$ cat src/rtl/ps2_kbd_pkg.sv
// Shared constants, FSM state type and event entry layout for the PS/2 key decoder.
package ps2_kbd_pkg;

  localparam logic [7:0] PS2_E0    = 8'hE0;
  localparam logic [7:0] PS2_F0    = 8'hF0;
  localparam logic [7:0] SC_LSHIFT = 8'h12;
  localparam logic [7:0] SC_RSHIFT = 8'h59;
  localparam logic [7:0] SC_CTRL   = 8'h14;
  localparam logic [7:0] SC_CAPS   = 8'h58;

  // Keyboard status/protocol bytes that never form key events
  localparam logic [7:0] SC_NUL = 8'h00;
  localparam logic [7:0] SC_ERR = 8'hFF;
  localparam logic [7:0] SC_BAT = 8'hAA;
  localparam logic [7:0] SC_ACK = 8'hFA;

  localparam int unsigned ENTRY_W = 18;

  typedef enum logic [1:0] {
    S_IDLE = 2'd0,
    S_E0   = 2'd1,
    S_F0   = 2'd2,
    S_E0F0 = 2'd3
  } state_t;

  typedef struct packed {
    logic       ext;
    logic       brk;
    logic [7:0] ascii;
    logic [7:0] code;
  } ev_entry_t;

  function automatic logic is_discard(input logic [7:0] c);
    return (c == SC_NUL) || (c == SC_ERR) || (c == SC_BAT) || (c == SC_ACK);
  endfunction

endpackage

$ cat src/rtl/ps2_key_decoder_if.sv
// Key-event pop interface.
//   master (decoder): drives ev_valid/ev_code/ev_ext/ev_break/ev_ascii, reads ev_rd
//   slave (consumer): drives ev_rd, reads the head-event fields
interface ps2_key_decoder_if;
  logic       ev_rd;
  logic       ev_valid;
  logic [7:0] ev_code;
  logic       ev_ext;
  logic       ev_break;
  logic [7:0] ev_ascii;

  modport master (input ev_rd, output ev_valid, ev_code, ev_ext, ev_break, ev_ascii);
  modport slave  (output ev_rd, input ev_valid, ev_code, ev_ext, ev_break, ev_ascii);
endinterface

$ cat src/rtl/ps2_key_decoder_ascii.sv
// scancode_to_ascii: combinational set-2 make-code to ASCII lookup.
//   code  : scan code (prefixes already stripped)
//   upper : select upper-case for letters
//   ascii : ASCII character, 0x00 when the code has no mapping
module scancode_to_ascii (
  input  logic [7:0] code,
  input  logic       upper,
  output logic [7:0] ascii
);

  logic [7:0] letter;
  logic [7:0] other;

  always_comb begin
    letter = 8'h00;
    other  = 8'h00;
    case (code)
      8'h1C: letter = 8'h61;  8'h32: letter = 8'h62;  8'h21: letter = 8'h63;
      8'h23: letter = 8'h64;  8'h24: letter = 8'h65;  8'h2B: letter = 8'h66;
      8'h34: letter = 8'h67;  8'h33: letter = 8'h68;  8'h43: letter = 8'h69;
      8'h3B: letter = 8'h6A;  8'h42: letter = 8'h6B;  8'h4B: letter = 8'h6C;
      8'h3A: letter = 8'h6D;  8'h31: letter = 8'h6E;  8'h44: letter = 8'h6F;
      8'h4D: letter = 8'h70;  8'h15: letter = 8'h71;  8'h2D: letter = 8'h72;
      8'h1B: letter = 8'h73;  8'h2C: letter = 8'h74;  8'h3C: letter = 8'h75;
      8'h2A: letter = 8'h76;  8'h1D: letter = 8'h77;  8'h22: letter = 8'h78;
      8'h35: letter = 8'h79;  8'h1A: letter = 8'h7A;
      8'h45: other = 8'h30;   8'h16: other = 8'h31;   8'h1E: other = 8'h32;
      8'h26: other = 8'h33;   8'h25: other = 8'h34;   8'h2E: other = 8'h35;
      8'h36: other = 8'h36;   8'h3D: other = 8'h37;   8'h3E: other = 8'h38;
      8'h46: other = 8'h39;
      8'h29: other = 8'h20;   8'h5A: other = 8'h0D;   8'h66: other = 8'h08;
      default: begin
        letter = 8'h00;
        other  = 8'h00;
      end
    endcase
  end

  // Clearing bit 5 maps a lower-case letter to its upper-case form
  assign ascii = (letter != 8'h00) ? (upper ? (letter & 8'hDF) : letter) : other;

endmodule

$ cat src/rtl/ps2_key_decoder.sv
// ps2_key_decoder: turns the PS/2 receiver byte stream into buffered key events.
//   clk, rst            : system clock, synchronous active-high reset
//   ps2_code, ps2_ready : receiver byte and its (asynchronous) ready level
//   ev                  : show-ahead event FIFO head and pop strobe
//   shift_held, ctrl_held, caps_lock : modifier state
//   overflow            : sticky, an event was dropped on a full FIFO
module ps2_key_decoder
  import ps2_kbd_pkg::*;
#(
  parameter int unsigned DEPTH       = 4,
  parameter int unsigned TIMEOUT_CYC = 1_000_000
) (
  input  logic                clk,
  input  logic                rst,
  input  logic [7:0]          ps2_code,
  input  logic                ps2_ready,
  ps2_key_decoder_if.master   ev,
  output logic                shift_held,
  output logic                ctrl_held,
  output logic                caps_lock,
  output logic                overflow
);

  localparam int unsigned PTR_W = $clog2(DEPTH);
  localparam int unsigned CNT_W = PTR_W + 1;
  localparam int unsigned TMO_W = $clog2(TIMEOUT_CYC + 1);

  // Synchroniser and registered byte strobe
  logic       sync1, sync2, sync3;
  logic       byte_stb;
  logic [7:0] byte_code;

  always_ff @(posedge clk) begin
    if (rst) begin
      sync1     <= 1'b1;
      sync2     <= 1'b1;
      sync3     <= 1'b1;
      byte_stb  <= 1'b0;
      byte_code <= 8'h00;
    end else begin
      sync1     <= ps2_ready;
      sync2     <= sync1;
      sync3     <= sync2;
      byte_stb  <= sync2 & ~sync3;
      byte_code <= ps2_code;
    end
  end

  // Prefix timeout counter, only runs while a prefix is pending
  state_t           state, state_nxt;
  logic [TMO_W-1:0] tmo_cnt;
  logic             tmo_c;

  assign tmo_c = (tmo_cnt == TMO_W'(TIMEOUT_CYC));

  always_ff @(posedge clk) begin
    if (rst || byte_stb || (state == S_IDLE)) begin
      tmo_cnt <= '0;
    end else if (!tmo_c) begin
      tmo_cnt <= tmo_cnt + TMO_W'(1);
    end
  end

  // Prefix FSM: state register
  always_ff @(posedge clk) begin
    if (rst) state <= S_IDLE;
    else     state <= state_nxt;
  end

  // Prefix FSM: next state and event emission
  logic emit_c, ext_c, brk_c;

  always_comb begin
    state_nxt = state;
    emit_c    = 1'b0;
    ext_c     = 1'b0;
    brk_c     = 1'b0;
    if (byte_stb) begin
      if (byte_code == PS2_E0) begin
        state_nxt = S_E0;
      end else if (byte_code == PS2_F0) begin
        case (state)
          S_IDLE:  state_nxt = S_F0;
          S_E0:    state_nxt = S_E0F0;
          default: state_nxt = state;
        endcase
      end else if (is_discard(byte_code)) begin
        state_nxt = S_IDLE;
      end else begin
        emit_c    = 1'b1;
        ext_c     = (state == S_E0) || (state == S_E0F0);
        brk_c     = (state == S_F0) || (state == S_E0F0);
        state_nxt = S_IDLE;
      end
    end else if ((state != S_IDLE) && tmo_c) begin
      state_nxt = S_IDLE;
    end
  end

  // Modifier tracking; left/right keys kept separately so releasing one keeps the other
  logic lshift, rshift, lctrl, rctrl, caps_held;
  logic lshift_n, rshift_n, lctrl_n, rctrl_n, caps_held_n, caps_lock_n;

  always_comb begin
    lshift_n    = lshift;
    rshift_n    = rshift;
    lctrl_n     = lctrl;
    rctrl_n     = rctrl;
    caps_held_n = caps_held;
    caps_lock_n = caps_lock;
    if (emit_c && !ext_c) begin
      case (byte_code)
        SC_LSHIFT: lshift_n = ~brk_c;
        SC_RSHIFT: rshift_n = ~brk_c;
        SC_CTRL:   lctrl_n  = ~brk_c;
        SC_CAPS: begin
          caps_held_n = ~brk_c;
          // Auto-repeat makes arrive with caps_held set and must not re-toggle
          if (!brk_c && !caps_held) caps_lock_n = ~caps_lock;
        end
        default: ;
      endcase
    end else if (emit_c && ext_c && (byte_code == SC_CTRL)) begin
      rctrl_n = ~brk_c;
    end
  end

  always_ff @(posedge clk) begin
    if (rst) begin
      lshift     <= 1'b0;
      rshift     <= 1'b0;
      lctrl      <= 1'b0;
      rctrl      <= 1'b0;
      caps_held  <= 1'b0;
      caps_lock  <= 1'b0;
      shift_held <= 1'b0;
      ctrl_held  <= 1'b0;
    end else begin
      lshift     <= lshift_n;
      rshift     <= rshift_n;
      lctrl      <= lctrl_n;
      rctrl      <= rctrl_n;
      caps_held  <= caps_held_n;
      caps_lock  <= caps_lock_n;
      shift_held <= lshift_n | rshift_n;
      ctrl_held  <= lctrl_n | rctrl_n;
    end
  end

  // ASCII uses the modifier state from before this event
  logic [7:0] lut_ascii;
  ev_entry_t  push_data;

  scancode_to_ascii u_lut (
    .code  (byte_code),
    .upper (shift_held ^ caps_lock),
    .ascii (lut_ascii)
  );

  assign push_data = '{ext:   ext_c,
                       brk:   brk_c,
                       ascii: (ext_c || brk_c) ? 8'h00 : lut_ascii,
                       code:  byte_code};

  // Event FIFO with registered head so ev_* hold their last value when drained
  ev_entry_t        mem [DEPTH];
  logic [PTR_W-1:0] wr_ptr, rd_ptr, rd_ptr_nxt;
  logic [CNT_W-1:0] count, count_nxt;
  logic             full_c, pop_c, push_c, drop_c;
  ev_entry_t        head_nxt;

  assign full_c     = (count == CNT_W'(DEPTH));
  assign pop_c      = ev.ev_rd && (count != '0);
  assign push_c     = emit_c && (!full_c || pop_c);
  assign drop_c     = emit_c && full_c && !pop_c;
  assign rd_ptr_nxt = pop_c ? (rd_ptr + PTR_W'(1)) : rd_ptr;

  always_comb begin
    count_nxt = count;
    if (push_c && !pop_c)      count_nxt = count + CNT_W'(1);
    else if (!push_c && pop_c) count_nxt = count - CNT_W'(1);
    // A write landing in the new head slot is not yet in mem, so forward it
    if (push_c && (wr_ptr == rd_ptr_nxt)) head_nxt = push_data;
    else                                  head_nxt = mem[rd_ptr_nxt];
  end

  always_ff @(posedge clk) begin
    if (push_c) mem[wr_ptr] <= push_data;
  end

  always_ff @(posedge clk) begin
    if (rst) begin
      wr_ptr      <= '0;
      rd_ptr      <= '0;
      count       <= '0;
      overflow    <= 1'b0;
      ev.ev_valid <= 1'b0;
      ev.ev_code  <= 8'h00;
      ev.ev_ext   <= 1'b0;
      ev.ev_break <= 1'b0;
      ev.ev_ascii <= 8'h00;
    end else begin
      if (push_c) wr_ptr <= wr_ptr + PTR_W'(1);
      rd_ptr      <= rd_ptr_nxt;
      count       <= count_nxt;
      overflow    <= overflow | drop_c;
      ev.ev_valid <= (count_nxt != '0);
      if (count_nxt != '0) begin
        ev.ev_code  <= head_nxt.code;
        ev.ev_ext   <= head_nxt.ext;
        ev.ev_break <= head_nxt.brk;
        ev.ev_ascii <= head_nxt.ascii;
      end
    end
  end

endmodule

$ cat src/flat_wrapper.sv
// flat-port wrapper written by rule: the top's interface ports become plain ports
module ps2_key_decoder_flat import ps2_kbd_pkg::*;
#(
  parameter int unsigned DEPTH       = 4,
  parameter int unsigned TIMEOUT_CYC = 1_000_000
)
  (clk, rst, ps2_code, ps2_ready, shift_held, ctrl_held, caps_lock, overflow, ev_ev_rd, ev_ev_valid, ev_ev_code, ev_ev_ext, ev_ev_break, ev_ev_ascii);
  ps2_key_decoder_if ev_i ();
  input  logic clk;
  input  logic rst;
  input  logic [7:0] ps2_code;
  input  logic ps2_ready;
  output logic shift_held;
  output logic ctrl_held;
  output logic caps_lock;
  output logic overflow;
  input wire logic [$bits(ev_i.ev_rd)-1:0] ev_ev_rd;
  output wire logic [$bits(ev_i.ev_valid)-1:0] ev_ev_valid;
  output wire logic [$bits(ev_i.ev_code)-1:0] ev_ev_code;
  output wire logic [$bits(ev_i.ev_ext)-1:0] ev_ev_ext;
  output wire logic [$bits(ev_i.ev_break)-1:0] ev_ev_break;
  output wire logic [$bits(ev_i.ev_ascii)-1:0] ev_ev_ascii;
  assign ev_i.ev_rd = ev_ev_rd;
  assign ev_ev_valid = ev_i.ev_valid;
  assign ev_ev_code = ev_i.ev_code;
  assign ev_ev_ext = ev_i.ev_ext;
  assign ev_ev_break = ev_i.ev_break;
  assign ev_ev_ascii = ev_i.ev_ascii;
  ps2_key_decoder #(.DEPTH(DEPTH), .TIMEOUT_CYC(TIMEOUT_CYC)) u_core (.clk(clk), .rst(rst), .ps2_code(ps2_code), .ps2_ready(ps2_ready), .ev(ev_i), .shift_held(shift_held), .ctrl_held(ctrl_held), .caps_lock(caps_lock), .overflow(overflow));
endmodule
$ cat config.mk
export PLATFORM = sky130hd
export DESIGN_NAME = ps2_key_decoder_flat
export DESIGN_NICKNAME = d
export VERILOG_FILES = /design/src/rtl/ps2_kbd_pkg.sv /design/src/rtl/ps2_key_decoder_if.sv /design/src/rtl/ps2_key_decoder_ascii.sv /design/src/rtl/ps2_key_decoder.sv /design/src/flat_wrapper.sv
export SDC_FILE = /design/constraint.sdc
export NUM_CORES = 1
export LEC_CHECK = 0
export ABC_AREA = 1
export CORE_UTILIZATION = 25
export CTS_CLUSTER_SIZE = 25
export DETAILED_ROUTE_END_ITERATION = 7
export DONT_BUFFER_PORTS = 1
export PLACE_DENSITY = 0.43
export SETUP_SLACK_MARGIN = 0.15
export SLEW_MARGIN = 20
export SYNTH_ARGS = -nofsm -noshare
export SYNTH_HDL_FRONTEND = slang
export SYNTH_SLANG_ARGS = --single-unit
$ cat constraint.sdc
create_clock -name clk -period 2.9 [get_ports clk]
set_clock_uncertainty 0.2 [all_clocks]
set_input_delay 0.58 -clock clk [delete_from_list [all_inputs] [get_ports clk]]
set_output_delay 0.58 -clock clk [all_outputs]
set_load 0.02 [all_outputs]
# After elaboration in Yosys (flattened, before gate mapping)
# Memory sizes are Yosys's and may differ from the RTL's. A register that Yosys moved wholly into a read port is not among the register bits.
# Index checks and enable logic that the tools add are counted.
[totals]
out_inout_bits = 23
ff_bits = 51
romBits = 0
ramBits = 72
memories = 1
latch_bits = 0
[classes]
n_mux = 35
reduce_logical = 36
div = 0
n_mul = 0
n_eq_ne = 54
add_sub_neg = 5
bitwise = 8
n_shift = 0
n_lt_le_gt_ge = 0
[memory_table]
columns = ["memory", "depth", "word_bits", "read_ports", "rd_clocked_by_memory_dff", "wr", "line", "rtl"]
rows = [
  ["u_core.mem", 4, 18, 1, 1, 1, "ps2_key_decoder.sv:166", "ev_entry_t mem [DEPTH];"],
]
[op_table]
columns = ["cell", "n"]
rows = [
  ["$eq A8 B6 Y1 const B", 23],
  ["$pmux W7 S26", 1],
  ["$eq A8 B7 Y1 const B", 11],
  ["$pmux W6 S13", 1],
  ["$eq A8 B5 Y1 const B", 9],
  ["$eq A8 B8 Y1 const B", 5],
  ["$mux W1", 22],
  ["$add A20 B1 Y20 const B", 1],
  ["$eq A20 B20 Y1 const B", 1],
  ["$logic_and A1 B1 Y1", 11],
  ["$mux W2", 5],
  ["$logic_or A1 B1 Y1", 9],
  ["$logic_not A8 Y1", 1],
  ["$mux W8", 1],
  ["$reduce_bool A8 Y1", 1],
  ["$mux W7", 1],
  ["$logic_not A1 Y1", 6],
  ["$mux W3", 2],
  ["$mux W6", 1],
  ["$reduce_bool A3 Y1", 2],
  ["$ne A5 B5 Y1 const B", 1],
  ["$add A2 B1 Y2 const B", 2],
  ["$eq A2 B2 Y1 const B", 2],
  ["$pmux W2 S2", 1],
  ["12 further kinds", 18],
]

# Logic depth before layout (Yosys ltp)
# Gate-level depths: netlist of the first run.
[depth]
ltp_word = 14
ltp_mapped = 18
ltp_nobuf = 18

# Cells and area by module
# A second synthesis of the first run with hierarchy kept.
[unflattened]
hier_cells = 901
hier_area_um2 = 7085.5
[by_module_without_submodules]
columns = ["module", "instances", "cells_each", "area_per_inst_um2", "seq_area_each_um2"]
rows = [
  ["ps2_key_decoder", 1, 741, 6306.0, 3543.4],
  ["scancode_to_ascii", 1, 160, 779.5, 0.0],
]

# Least setup slack after synthesis of the first run
# Ideal clock, no wire load.
[synth_path]
path_type = "register to register"
startpoint = "register u_core.byte_code[6]"
endpoint = "memory u_core.mem[0][0] in the netlist's numbering, enable pin"
arrival_ns = 1.871
setup_ns = 0.391
path_slack_ns = 0.438
path_stages_with_launch = 9
n_path_buf = 0
path_cell_list = "dfxtp_1 -> inv_2 -> nand2_4 -> nor2_1 -> nand2_2 -> nand3_4 -> nor2_8 -> nand2_4 -> nor2_1"
[synth_between]
elab_chain_cells = 11
word_cells_on_any_way = 16
cone_classes = "5 x eq/ne; 6 x mux; 5 x reduce/logical"
[synth_lines]
columns = ["element", "line", "rtl"]
rows = [
  ["start, declared", "ps2_key_decoder.sv:31", "logic [7:0] byte_code;"],
  ["start signal, assigned", "ps2_key_decoder.sv:45", "byte_code <= ps2_code;"],
  ["$eq A8 B8 Y1 / $logic_not A8 Y1 (equally long branches)", "ps2_kbd_pkg.sv:34", "return (c == SC_NUL) || (c == SC_ERR) || (c == SC_BAT) || (c == SC_ACK);"],
  ["$logic_or A1 B1 Y1 (3 in series)", "ps2_kbd_pkg.sv:34", ""],
  ["$mux W1", "ps2_key_decoder.sv:87", "end else if (is_discard(byte_code)) begin"],
  ["$mux W1", "ps2_key_decoder.sv:81", "end else if (byte_code == PS2_F0) begin"],
  ["$mux W1 *", "ps2_key_decoder.sv:79", "if (byte_code == PS2_E0) begin"],
  ["$mux W1 *", "ps2_key_decoder.sv:78", "if (byte_stb) begin"],
  ["$logic_and A1 B1 Y1 *", "ps2_key_decoder.sv:174", "assign push_c = emit_c && (!full_c || pop_c);"],
  ["$mux W1 *", "ps2_key_decoder.sv:188", "if (push_c) mem[wr_ptr] <= push_data;"],
  ["$mux W1 (not written as such) *", "ps2_key_decoder.sv:188", ""],
  ["end, declared", "ps2_key_decoder.sv:166", ""],
]
# Mark *: on every way between the ends. The rest lies on a longest branch, timed or not.

# Final worst setup path of the first run
[layout_path]
startpoint = "register u_core.byte_code[3]"
endpoint = "register u_core.ev.ev_ascii[4] (read register of u_core.mem)"
[layout_between]
elab_chain_cells = 14
word_cells_on_any_way = 20
cone_classes = "5 x eq/ne; 6 x mux; 9 x reduce/logical"
[layout_lines]
columns = ["element", "line", "rtl"]
rows = [
  ["$eq A8 B8 Y1 / $logic_not A8 Y1 (equally long branches)", "ps2_kbd_pkg.sv:34", ""],
  ["$logic_or A1 B1 Y1 (3 in series)", "ps2_kbd_pkg.sv:34", ""],
  ["$mux W1", "ps2_key_decoder.sv:87", ""],
  ["$mux W1", "ps2_key_decoder.sv:81", ""],
  ["$mux W1 *", "ps2_key_decoder.sv:79", ""],
  ["$mux W1 *", "ps2_key_decoder.sv:78", ""],
  ["$logic_and A1 B1 Y1 *", "ps2_key_decoder.sv:174", ""],
  ["$logic_not A1 Y1", "ps2_key_decoder.sv:181", "else if (!push_c && pop_c) count_nxt = count - CNT_W'(1);"],
  ["$logic_and A1 B1 Y1", "ps2_key_decoder.sv:181", ""],
  ["$mux W3", "ps2_key_decoder.sv:181", ""],
  ["$mux W3 *", "ps2_key_decoder.sv:180", "if (push_c && !pop_c) count_nxt = count + CNT_W'(1);"],
  ["$reduce_bool A3 Y1 *", "ps2_key_decoder.sv:208", "if (count_nxt != '0) begin"],
  ["end, declared", "ps2_key_decoder_if.sv:12", "modport master (input ev_rd, output ev_valid, ev_code, ev_ext, ev_break, ev_ascii);"],
]
# Marks and branches as above.
# A chain may end at the register's enable or synchronous reset.

==> results of run 1 <==
logic make-up (layout without fill, tap and decap cells):
group                      count (synthesis)  in the layout  synth area share
buffers and inverters                    147            185            0.0866
adders and majority gates                  9              9            0.0167
xor gates and xnor gates                   4              4           0.00519
and+or+nand+nor                          425            425             0.279
DFF                                      136            136             0.504
other                                      1              1          0.000555
AOI/OAI and AO/OA                        138            138             0.109
path summary, 6_finish.rpt:
check,from,endpoint,slack [ns],cells past startpoint
hold / removal,rst,u_core.byte_code[7]$_SDFF_PP0_,0.03,1
setup reg to reg,u_core.byte_code[3]$_SDFF_PP0_,u_core.ev.ev_ascii[4]$_SDFFE_PP0P_,0.38,14
hold reg to reg,u_core.sync3$_SDFF_PP1_,u_core.byte_stb$_SDFF_PP0_,0.19,1
setup / recovery,u_core.byte_code[3]$_SDFF_PP0_,u_core.ev.ev_ascii[4]$_SDFFE_PP0P_,0.38,14
sequential cells by signal (all words and copies together) (netlist names), 2 cells and up:
name,count
u_core.ev.ev_code,8
u_core.tmo_cnt,20
u_core.rd_ptr,2
u_core.byte_code,8
u_core.mem,68
u_core.count,3
u_core.wr_ptr,2
u_core.ev.ev_ascii,7
u_core.state,2
through the flow:
| stage | total power (µW) | worst slack, ns | cells | utilization | cell area, µm² |
|---|---|---|---|---|---|
| 4_1_cts | 6860 | 0.291 | 1233 | 0.299 | 7860 |
| 5_1_grt | 7290 | 0.150 | 1233 | 0.299 | 7870 |
| 3_3_place_gp | 4700 | 0.350 | 1201 | 0.277 | 7280 |
| 6_report | 6770 | 0.376 | 1233 | 0.299 | 7870 |
| 3_5_place_dp | 4690 | 0.309 | 1201 | 0.277 | 7280 |
| 2_1_floorplan | 4110 | 0.438 | 860 | - | 6760 |
synthesized netlist by cell type:
| cell type | count | area (µm²) |
|---|---|---|
| nand2_1 | 184 | 691 |
| nor2_1 | 127 | 477 |
| inv_1 | 109 | 409 |
| dfxtp_1 | 68 | 1360 |
| edfxtp_1 | 68 | 2040 |
| o21ai_0 | 66 | 330 |
| a21oi_1 | 48 | 240 |
| nand3_1 | 46 | 230 |
| nor3_1 | 17 | 85.1 |
| inv_2 | 16 | 60.1 |
| nand4_1 | 13 | 81.3 |
| nand2_2 | 11 | 68.8 |
| ha_1 | 9 | 113 |
| o22ai_1 | 9 | 56.3 |
| clkbuf_1 | 8 | 30.0 |
| buf_2 | 5 | 25.0 |
| o21ai_1 | 5 | 25.0 |
| or2_2 | 5 | 31.3 |
| nor2_2 | 4 | 25.0 |
| a31oi_1 | 3 | 18.8 |
| and3_1 | 3 | 18.8 |
| buf_4 | 3 | 22.5 |
| nand2_4 | 3 | 33.8 |
| nand3_4 | 3 | 52.6 |
| nor2_4 | 3 | 33.8 |
| o21a_1 | 3 | 22.5 |
| buf_1 | 2 | 7.51 |
| buf_6 | 2 | 22.5 |
| nor4_1 | 2 | 12.5 |
| or2_1 | 2 | 12.5 |
| xnor2_1 | 2 | 17.5 |
| xor2_1 | 2 | 17.5 |
| a211oi_1 | 1 | 7.51 |
| a21oi_4 | 1 | 16.3 |
| a31o_2 | 1 | 8.76 |
| a32oi_1 | 1 | 8.76 |
| clkbuf_2 | 1 | 5.00 |
| clkinv_1 | 1 | 3.75 |
| conb_1 | 1 | 3.75 |
| nand3_2 | 1 | 10.0 |
| nor2_8 | 1 | 20.0 |
report_power, final:
group | leakage, µW | total, µW | internal [µW] | switching [µW]
sequential | 0.00118 | 2370 | 2160 | 213
combinational | 0.00193 | 2250 | 760 | 1490
clock | 0.000290 | 2150 | 1270 | 880
total | 0.00340 | 6770 | 4180 | 2580
cell type report:
cell class / instances / area [µm²]
Clock buffer: 20 / 468
Clock inverter: 12 / 113
Fill cell: 2875 / 18400
Inverter: 126 / 473
Multi-Input combinational cell: 577 / 2780
Sequential cell: 136 / 3400
Tap cell: 335 / 419
Timing Repair Buffer: 27 / 215
routing by layer:
layer	vias up	share of wire
met1	2471	0.50
met5	-	0
met4	0	0.0062
met2	93	0.45
li1	2844	-
met3	12	0.041
==> results.ini, run 1 <==
[clocking]
cts_resized = 0
cts_tree = built
postCtsSetupBuffers = 0
cts_max_level = 4
clkTransAtPathRegs_ns = 0.06
ctsHoldBuffers = 0
cts.sinks = 136
worstSkewPairLatency_ns = 0.43
root_buffer = clkbuf_16
cts_max_path_buffers = 2
cts-buffers-inserted = 17

[timing]
finalHoldViolations = 0
min_period_ns = 2.52
slew_violations = 0
setup_tns_ns = 0
maxSlewHeadroom = 0.548
rsz0062_at_grt = false
hold_slack_ns = 0.0303
max_freq_ghz = 0.396
setup_viol = 0
tightest_slew_ns = 0.677
period_share = 0.870

[global_route]
grt.total_usage = 0.133
use_met1 = 0.179
grt.overflow.total = 0
grt_use_met3 = 0.0354
grt_use_met2 = 0.212
busiest_layer = met2
grt_max_degree = 25
grt_pass1_wl_um = 28300
grt_pass1_vias = 5195
grt_antenna_before_repair = 0

[detailed_routing]
drt-initial-drc-count = 298
via_count = 5420
via_per_inst = 4.40
wirelength_um = 17800
drcViolationCount = 3
post_drt_wl_per_cell_um = 14.4
ant_nets = 0
drtPass1Iterations = 7

[worst_setup_path]
crit_path_end_kind = register
worstSetupPathType = reg2reg
cp_common_cell = nand2_1
crit_chain = nand2_1 -> nor2_2 -> nand2_2 -> nand2_2 -> nor2_8 -> nand2_2 -> inv_1 -> a21oi_1 -> nand2_1 -> nand2_1 -> inv_2 -> nand2_1 -> nand2_1 -> nor2_1
max_stage_delay_ns = 0.50
worst-path-buf-inv = 2
startpoint_type = register
critPathTopFamily = simple AND/OR/NAND/NOR gates
cp_max_fo = 9
worstPathArrival_ns = 2.69
worstPathRequired_ns = 3.07
crit_slowest_cell = dfxtp_1

[cells_and_area]
n_antenna_cell = 0
layout_commonest_cell = nand2_1
syn_to_final_growth_pct = 16.4
drive_gt1_frac = 0.120
finalNetCount = 906
final_cell_mix = nand2_1, nor2_1, inv_1

[placement]
hpwl_um = 12500
port_buffers = 0
place.gp.congestion = 0.830

[yosys]
netlist_instances = 860
avgSynthCellArea_um2 = 7.86
synth-seq-cells = 136
yosys.cell_types.count = 41
ys_seq_area_frac = 0.504
netlist_area_um2 = 6760
syn_nets = 881
yosys_warnings = 0

[outcome]
status = finished, violations left
violations = DRC

[floorplanning]
die_w_um = 166
rows = 59
ios = 35
die_y_um = 166
core_um2 = 26300
fp.dieArea_um2 = 27700
start_util = 0.257

[power_and_ir_drop]
power.density_nw_per_um2 = 860
ir_worst_vdd_mv = 0.284
power_leakage_uw = 0.00340

[hold_path]
min_path_type = in2reg

[run]
maxCapViolCount = 0

Power figures use the tool's default switching activity.
==> run 2, diff against run 1 <==
--- a/config.mk
+++ b/config.mk
@@ -6,11 +6,11 @@
 export NUM_CORES = 1
 export LEC_CHECK = 0
 export ABC_AREA = 1
-export CORE_UTILIZATION = 25
+export CORE_UTILIZATION = 40
 export CTS_CLUSTER_SIZE = 25
 export DETAILED_ROUTE_END_ITERATION = 7
 export DONT_BUFFER_PORTS = 1
-export PLACE_DENSITY = 0.43
+export PLACE_DENSITY = 0.59
 export SETUP_SLACK_MARGIN = 0.15
 export SLEW_MARGIN = 20
 export SYNTH_ARGS = -nofsm -noshare
==> run 2 against run 1 <==
The flow now finishes without violations. Final area fell by 1.2%. Combinational power barely moved. Final cell count fell by 9.2%. Clock power rose by 4%. Highest routed layer unchanged.
==> results.ini, run 2 (same netlist as run 1, synthesis figures left out) <==
[timing]
period_share = 0.878  ; +0.00792
worst_slack_ns = 0.353  ; -0.0230 ns
finalHoldViolations = 0  ; unchanged
rsz0062_at_grt = true
tightest_slew_ns = 0.700  ; +0.0230 ns
hold_slack_ns = 0.0178  ; -0.0125 ns
setup_viol = 0  ; unchanged
max_freq_ghz = 0.393  ; -0.90%
setup_tns_ns = 0  ; unchanged
maxSlewHeadroom = 0.533  ; -0.0153
min_period_ns = 2.55  ; +0.0230 ns
slew_violations = 0  ; unchanged

[detailed_routing]
drt-initial-drc-count = 441  ; +48%
via_per_inst = 4.98  ; +13%
wirelength_um = 16400  ; -8.1%
via_count = 5581  ; +3.0%
dr.max_layer_used = met4
ant_nets = 0  ; unchanged
drtPass1Iterations = 5  ; -2
wl_met2_um = 7480  ; -6.6%
drt-met1-wl_um = 7890  ; -12%
post_drt_wl_per_cell_um = 14.6  ; +1.2%
met3WireLength_um = 773  ; +5.5%
drcViolationCount = 0  ; -3

[worst_setup_path]
r2r_end = u_core.ev.ev_code[2]$_SDFFE_PP0P_
crit_path_end_kind = register
worstSetupPathType = reg2reg
worstPathRequired_ns = 3.02  ; -0.05 ns
r2r_cells = 17  ; +3
startpoint_type = register
worstPathArrival_ns = 2.67  ; -0.02 ns
timing.rr.start = u_core.count[0]$_SDFF_PP0_
r2r_slack_ns = 0.35  ; -0.02 ns
cp_max_fo = 8  ; -1

[hold_path]
min_path_type = in2reg
hold_depth = 1  ; unchanged
hp-start = rst
holdPathEnd = u_core.byte_code[4]$_SDFF_PP0_

[cells_and_area]
finalNetCount = 908  ; +0.22%
largestRegisters = u_core.mem (68), u_core.tmo_cnt (20)
final_cell_mix = nand2_1, nor2_1, inv_1
utilization = 0.470  ; +0.171
drive_gt1_frac = 0.131  ; +0.0108
syn_to_final_growth_pct = 15.0
layout_commonest_cell = nand2_1
top_register = u_core.mem
n_antenna_cell = 0  ; unchanged
largest_reg_flops = 68  ; unchanged

[placement]
port_buffers = 0  ; unchanged
hpwl_um = 11600  ; -7.0%
pre_cts_ws_ns = 0.227  ; -0.0820 ns
place.gp.congestion = 0.893  ; +7.5%

[clocking]
cts-buffers-inserted = 17  ; unchanged
cts_tree = built
cts.sinks = 136  ; unchanged
worstSkewPairLatency_ns = 0.42  ; about the same
cts_max_level = 4  ; unchanged
clkTransAtPathRegs_ns = 0.06  ; about the same
root_buffer = clkbuf_16
cts_max_path_buffers = 2  ; unchanged

[global_route]
grt_pass1_vias = 5199  ; +0.077%
grt.overflow.total = 0  ; unchanged
grt_pass1_wl_um = 26600  ; -6.3%
grt.total_usage = 0.196  ; +0.0632
grt_max_degree = 25  ; unchanged
grt_antenna_before_repair = 0  ; unchanged

[outcome]
status = finished clean

[power_and_ir_drop]
p_int_uw = 4310  ; +3.1%
pwr-share-seq = 0.346  ; -0.005
combPwrFrac = 0.328  ; -0.004
p_sw_frac = 0.372  ; -0.00926
power_leakage_uw = 0.00342  ; +0.36%
ir_worst_vdd_mv = 0.459  ; +62%
p_sw_uw = 2560  ; -0.92%
power_frac_clock = 0.326  ; +0.009
power.density_nw_per_um2 = 884  ; +2.8%

[run]
maxCapViolCount = 0  ; unchanged

[floorplanning]
rows = 47  ; -20%
die_y_um = 132  ; -21%
die_w_um = 132  ; -21%
start_util = 0.409  ; +0.152
fp.dieArea_um2 = 17400  ; -37%
ios = 35  ; unchanged
core_um2 = 16500  ; -37%

-- run 2: area by class of cell --
type,instances,area [µm²]
clock buffers,18,439
repair buffers,29,221
clock inverters,14,174
flip-flops and latches,136,3410
well taps,220,275
multi-input cells,577,2780
inverters,126,473
fillers,1618,8750
-- run 2: how the worst max path moves through the flow --
stage	start	endpoint	slack, ns	cells after the start
after global routing	u_core.count[0]$_SDFF_PP0_	u_core.ev.ev_ascii[2]$_SDFFE_PP0P_	0.15	18
after detailed placement	u_core.byte_code[3]$_SDFF_PP0_	u_core.ev.ev_ascii[6]$_SDFFE_PP0P_	0.23	14
after floorplan	u_core.byte_code[6]$_SDFF_PP0_	u_core.mem[0][0]$_DFFE_PP_	0.44	8
after global placement	u_core.byte_code[3]$_SDFF_PP0_	u_core.ev.ev_ascii[6]$_SDFFE_PP0P_	0.30	14
final	u_core.count[0]$_SDFF_PP0_	u_core.ev.ev_code[2]$_SDFFE_PP0P_	0.35	17
after CTS	u_core.byte_code[3]$_SDFF_PP0_	u_core.ev.ev_ascii[6]$_SDFFE_PP0P_	0.21	14
-- run 2: through the flow --
stage | power (µW) | std cells | area, µm²
final | 6870 | 1120 | 7770
after CTS | 6910 | 1117 | 7730
after floorplan | 4110 | 860 | 6760
after global placement | 4630 | 1085 | 7120
after global routing | 7360 | 1120 | 7770
after detailed placement | 4650 | 1085 | 7120
-- run 2: what timing repair did --
action / 4_1_cts / 5_1_grt
hold buffers: 0 / 0
gates resized for setup: 0 / 9
buffers inserted: 0 / 3
endpoints found under the setup margin: 0 / 18
endpoints found under the hold margin: 0 / 0
-- run 2: critical path, cell delays in order (launching register included) --
cell     delay [ns]
dfxtp_1        0.36
inv_1          0.08
ha_1           0.25
nand2_1        0.08
nand2_1        0.11
nand2_1        0.08
nand2_1        0.14
inv_1          0.12
nand2_1        0.05
nand2_1        0.07
nand2_1        0.08
nor2_4         0.23
buf_4          0.21
a21oi_1        0.06
a21oi_2        0.14
nand2_1        0.07
inv_1          0.06
nor2_1         0.04
-- run 2: power by group through the flow --
stage / clock (µW) / combinational [µW] / sequential, µW
after floorplan: 0 / 1720 / 2390
after global placement: 0 / 2220 / 2420
after detailed placement: 0 / 2230 / 2420
after CTS: 2280 / 2250 / 2380
after global routing: 2360 / 2610 / 2390
final: 2240 / 2260 / 2380
-- run 2: routing by layer --
| layer | vias up | GRT usage |
|---|---|---|
| li1 | 2843 | - |
| met3 | 20 | 0.0415 |
| met1 | 2569 | 0.265 |
| met4 | 0 | 0.0698 |
| met2 | 149 | 0.309 |
| met5 | - | 0 |
==> run 3, diff against run 2 <==
--- a/config.mk
+++ b/config.mk
@@ -11,8 +11,10 @@
 export DETAILED_ROUTE_END_ITERATION = 7
 export DONT_BUFFER_PORTS = 1
 export PLACE_DENSITY = 0.59
+export REMOVE_ABC_BUFFERS = 1
 export SETUP_SLACK_MARGIN = 0.15
 export SLEW_MARGIN = 20
 export SYNTH_ARGS = -nofsm -noshare
 export SYNTH_HDL_FRONTEND = slang
+export SYNTH_HIERARCHICAL = 1
 export SYNTH_SLANG_ARGS = --single-unit
==> run 3 against run 2 <==
Setup slack got worse by 0.023 ns. Non-clock buffer count down 6. Synthesized area increased by 4.9%. Critical path depth down 3. Critical endpoint is now u_core/ev.ev_code[2]$_SDFFE_PP0P_. Largest power group is now combinational logic. Highest routed layer unchanged.
==> results.ini, run 3 <==
[yosys]
synth_area_leaders = edfxtp_1, dfxtp_1, nand2_1
yosys.cell_types.count = 42  ; +2.4%
yosys_warnings = 6  ; +6
synth_top_cell_area_share = 0.305  ; +0.00297
ys_seq_area_frac = 0.500  ; -0.00352
postSynth.asyncResetShare = 0  ; unchanged
synth_ff_type = edfxtp_1
netlist_instances = 901  ; +4.8%
avgSynthCellArea_um2 = 7.86  ; about the same
netlist_area_um2 = 7090  ; +4.9%
netlist_top_cells_count = nand2_1, nor2_1, inv_1
yosysTopAreaCell = edfxtp_1
synth_most_common_cell = nand2_1
synth_edf_count = 72  ; +5.9%
synth-seq-cells = 141  ; +3.7%

[cells_and_area]
top_register = u_core/mem
syn_to_final_growth_pct = 13.7
n_antenna_cell = 0  ; unchanged
finalNetCount = 943  ; +3.9%
largestRegisters = u_core/mem (72), u_core/tmo_cnt (20)
drive_gt1_frac = 0.127  ; -0.00384
utilization = 0.466  ; -0.00464
final_cell_mix = nand2_1, nor2_1, inv_1
fin_cells = 1160  ; +3.6%
layout_commonest_cell = nand2_1
largest_reg_flops = 72  ; +5.9%

[placement]
place_inst = 1122  ; +3.4%
pre_cts_ws_ns = 0.171  ; -0.0559 ns
port_buffers = 0  ; unchanged
place.gp.congestion = 0.901  ; +0.86%
hpwl_um = 10200  ; -12%

[worst_setup_path]
r2r_end = u_core/ev.ev_code[2]$_SDFFE_PP0P_
r2r_slack_ns = 0.33  ; -0.02 ns
crit_path_end_kind = register
worstPathArrival_ns = 2.68  ; about the same
startpoint_type = register
timing.rr.start = u_core/count[0]$_SDFF_PP0_
r2r_cells = 14  ; -3
worstPathRequired_ns = 3.01  ; about the same
worstSetupPathType = reg2reg
cp_max_fo = 7  ; -1

[global_route]
grt_pass1_vias = 5058  ; -2.7%
grt_antenna_before_repair = 0  ; unchanged
grt.overflow.total = 0  ; unchanged
grt_pass1_wl_um = 24900  ; -6.4%
grt_max_degree = 37  ; +48%
grt.total_usage = 0.179  ; -0.0174

[timing]
min_period_ns = 2.57  ; +0.0234 ns
rsz0062_at_grt = false
max_freq_ghz = 0.389  ; -0.91%
period_share = 0.886  ; +0.00808
finalHoldViolations = 0  ; unchanged
setup_tns_ns = 0  ; unchanged
setup_viol = 0  ; unchanged
worst_slack_ns = 0.330  ; -0.0234 ns
tightest_slew_ns = 0.945  ; +0.245 ns
maxSlewHeadroom = 0.366  ; -0.167
slew_violations = 0  ; unchanged

[detailed_routing]
drt-met1-wl_um = 7660  ; -3.0%
via_per_inst = 4.77  ; -4.2%
met3WireLength_um = 654  ; -15%
drcViolationCount = 0  ; unchanged
wl_met2_um = 7150  ; -4.4%
drtPass1Iterations = 5  ; unchanged
via_count = 5535  ; -0.82%
drt-initial-drc-count = 286  ; -35%
post_drt_wl_per_cell_um = 13.6  ; -7.0%
dr.max_layer_used = met4
ant_nets = 0  ; unchanged
wirelength_um = 15700  ; -3.7%

[outcome]
status = finished clean

[clocking]
cts-buffers-inserted = 17  ; unchanged
clkTransAtPathRegs_ns = 0.06  ; about the same
worstSkewPairLatency_ns = 0.42  ; about the same
cts_max_level = 4  ; unchanged
cts.sinks = 141  ; +3.7%
cts_tree = built
root_buffer = clkbuf_16
cts_max_path_buffers = 2  ; unchanged

[floorplanning]
die_w_um = 135  ; +2.4%
ios = 35  ; unchanged
start_util = 0.410  ; +0.000700
core_um2 = 17300  ; +4.7%
die_y_um = 135  ; +2.4%
fp.dieArea_um2 = 18300  ; +4.8%
rows = 48  ; +2.1%

[run]
maxCapViolCount = 0  ; unchanged

[power_and_ir_drop]
power.density_nw_per_um2 = 914  ; +3.4%
power_leakage_uw = 0.00343  ; +0.49%
ir_worst_vdd_mv = 0.730  ; +59%

[hold_path]
holdPathEnd = u_core/byte_code[2]$_SDFF_PP0_
hold_depth = 1  ; unchanged
min_path_type = in2reg
hp-start = rst

==> run 3: kinds of logic after synthesis <==
group,synth area share
adders and majority gates,0.0159
buffers and inverters,0.0798
DFF,0.500
and+or+nand+nor,0.302
other,0.000529
xor gates and xnor gates,0.00618
AOI/OAI and AO/OA,0.0955
==> run 3: through the flow <==
step / cell area (µm²) / power (µW) / hold slack [ns]
after floorplan: 6930 / 4240 / 0.173
after global placement: 7360 / 4820 / 0.176
after detailed placement: 7360 / 4840 / 0.180
after CTS: 7950 / 7050 / 0.00292
after global routing: 8050 / 7900 / 0.00367
final: 8050 / 7360 / 0.0204
==> run 3: how the worst max path moves through the flow <==
| stage | slack, ns | start | end | cells past startpoint |
|---|---|---|---|---|
| floorplan | 0.31 | u_core/byte_code[0]$_SDFF_PP0_ | u_core/mem[0][0]$_DFFE_PP_ | 8 |
| CTS | 0.18 | u_core/byte_code[6]$_SDFF_PP0_ | u_core/ev.ev_code[6]$_SDFFE_PP0P_ | 14 |
| global route | 0.16 | u_core/count[0]$_SDFF_PP0_ | u_core/ev.ev_code[0]$_SDFFE_PP0P_ | 14 |
| finish | 0.33 | u_core/count[0]$_SDFF_PP0_ | u_core/ev.ev_code[2]$_SDFFE_PP0P_ | 14 |
| global placement | 0.21 | u_core/byte_code[3]$_SDFF_PP0_ | u_core/ev.ev_ext$_SDFFE_PP0P_ | 14 |
| detailed placement | 0.17 | u_core/byte_code[3]$_SDFF_PP0_ | u_core/ev.ev_code[1]$_SDFFE_PP0P_ | 14 |
==> run 3: report_power, final <==
group / total [µW] / switching, µW / internal (µW)
registers: 2480 / 223 / 2250
logic: 2690 / 1730 / 961
clock network: 2190 / 838 / 1360
total: 7360 / 2790 / 4570
==> run 3: final cells by class <==
type | count | area (µm²)
tap | 225 | 282
sequential | 141 | 3550
timing repair buffer | 23 | 201
clock buffer | 19 | 433
multi-input combinational | 629 | 3010
inverter | 110 | 418
clock inverter | 13 | 161
fill | 1708 | 9240
==> run 3: critical path, stage by stage (launching register included) <==
cell	delay [ns]
dfxtp_1	0.34
inv_1	0.08
ha_1	0.25
a21oi_4	0.21
nand2_2	0.10
nand2_2	0.14
xor2_1	0.21
nand2_2	0.16
nor2_8	0.21
buf_4	0.14
nor2_1	0.03
a21oi_1	0.19
nand2_1	0.08
nand2_1	0.06
nor2_1	0.06
==> run 3: per-layer routing <==
metal,vias up,GRT usage
met3,26,0.0368
met2,122,0.288
met1,2439,0.233
met5,-,0
li1,2948,-
met4,0,0.0730
==> run 3: timing repair <==
action / CTS / global route
endpoints found under the setup margin: 6 / 24
cloned: 0 / 2
gates resized for setup: 1 / 10
setup buffers: 0 / 4
pin swaps: 0 / 5
hold buffers: 0 / 0
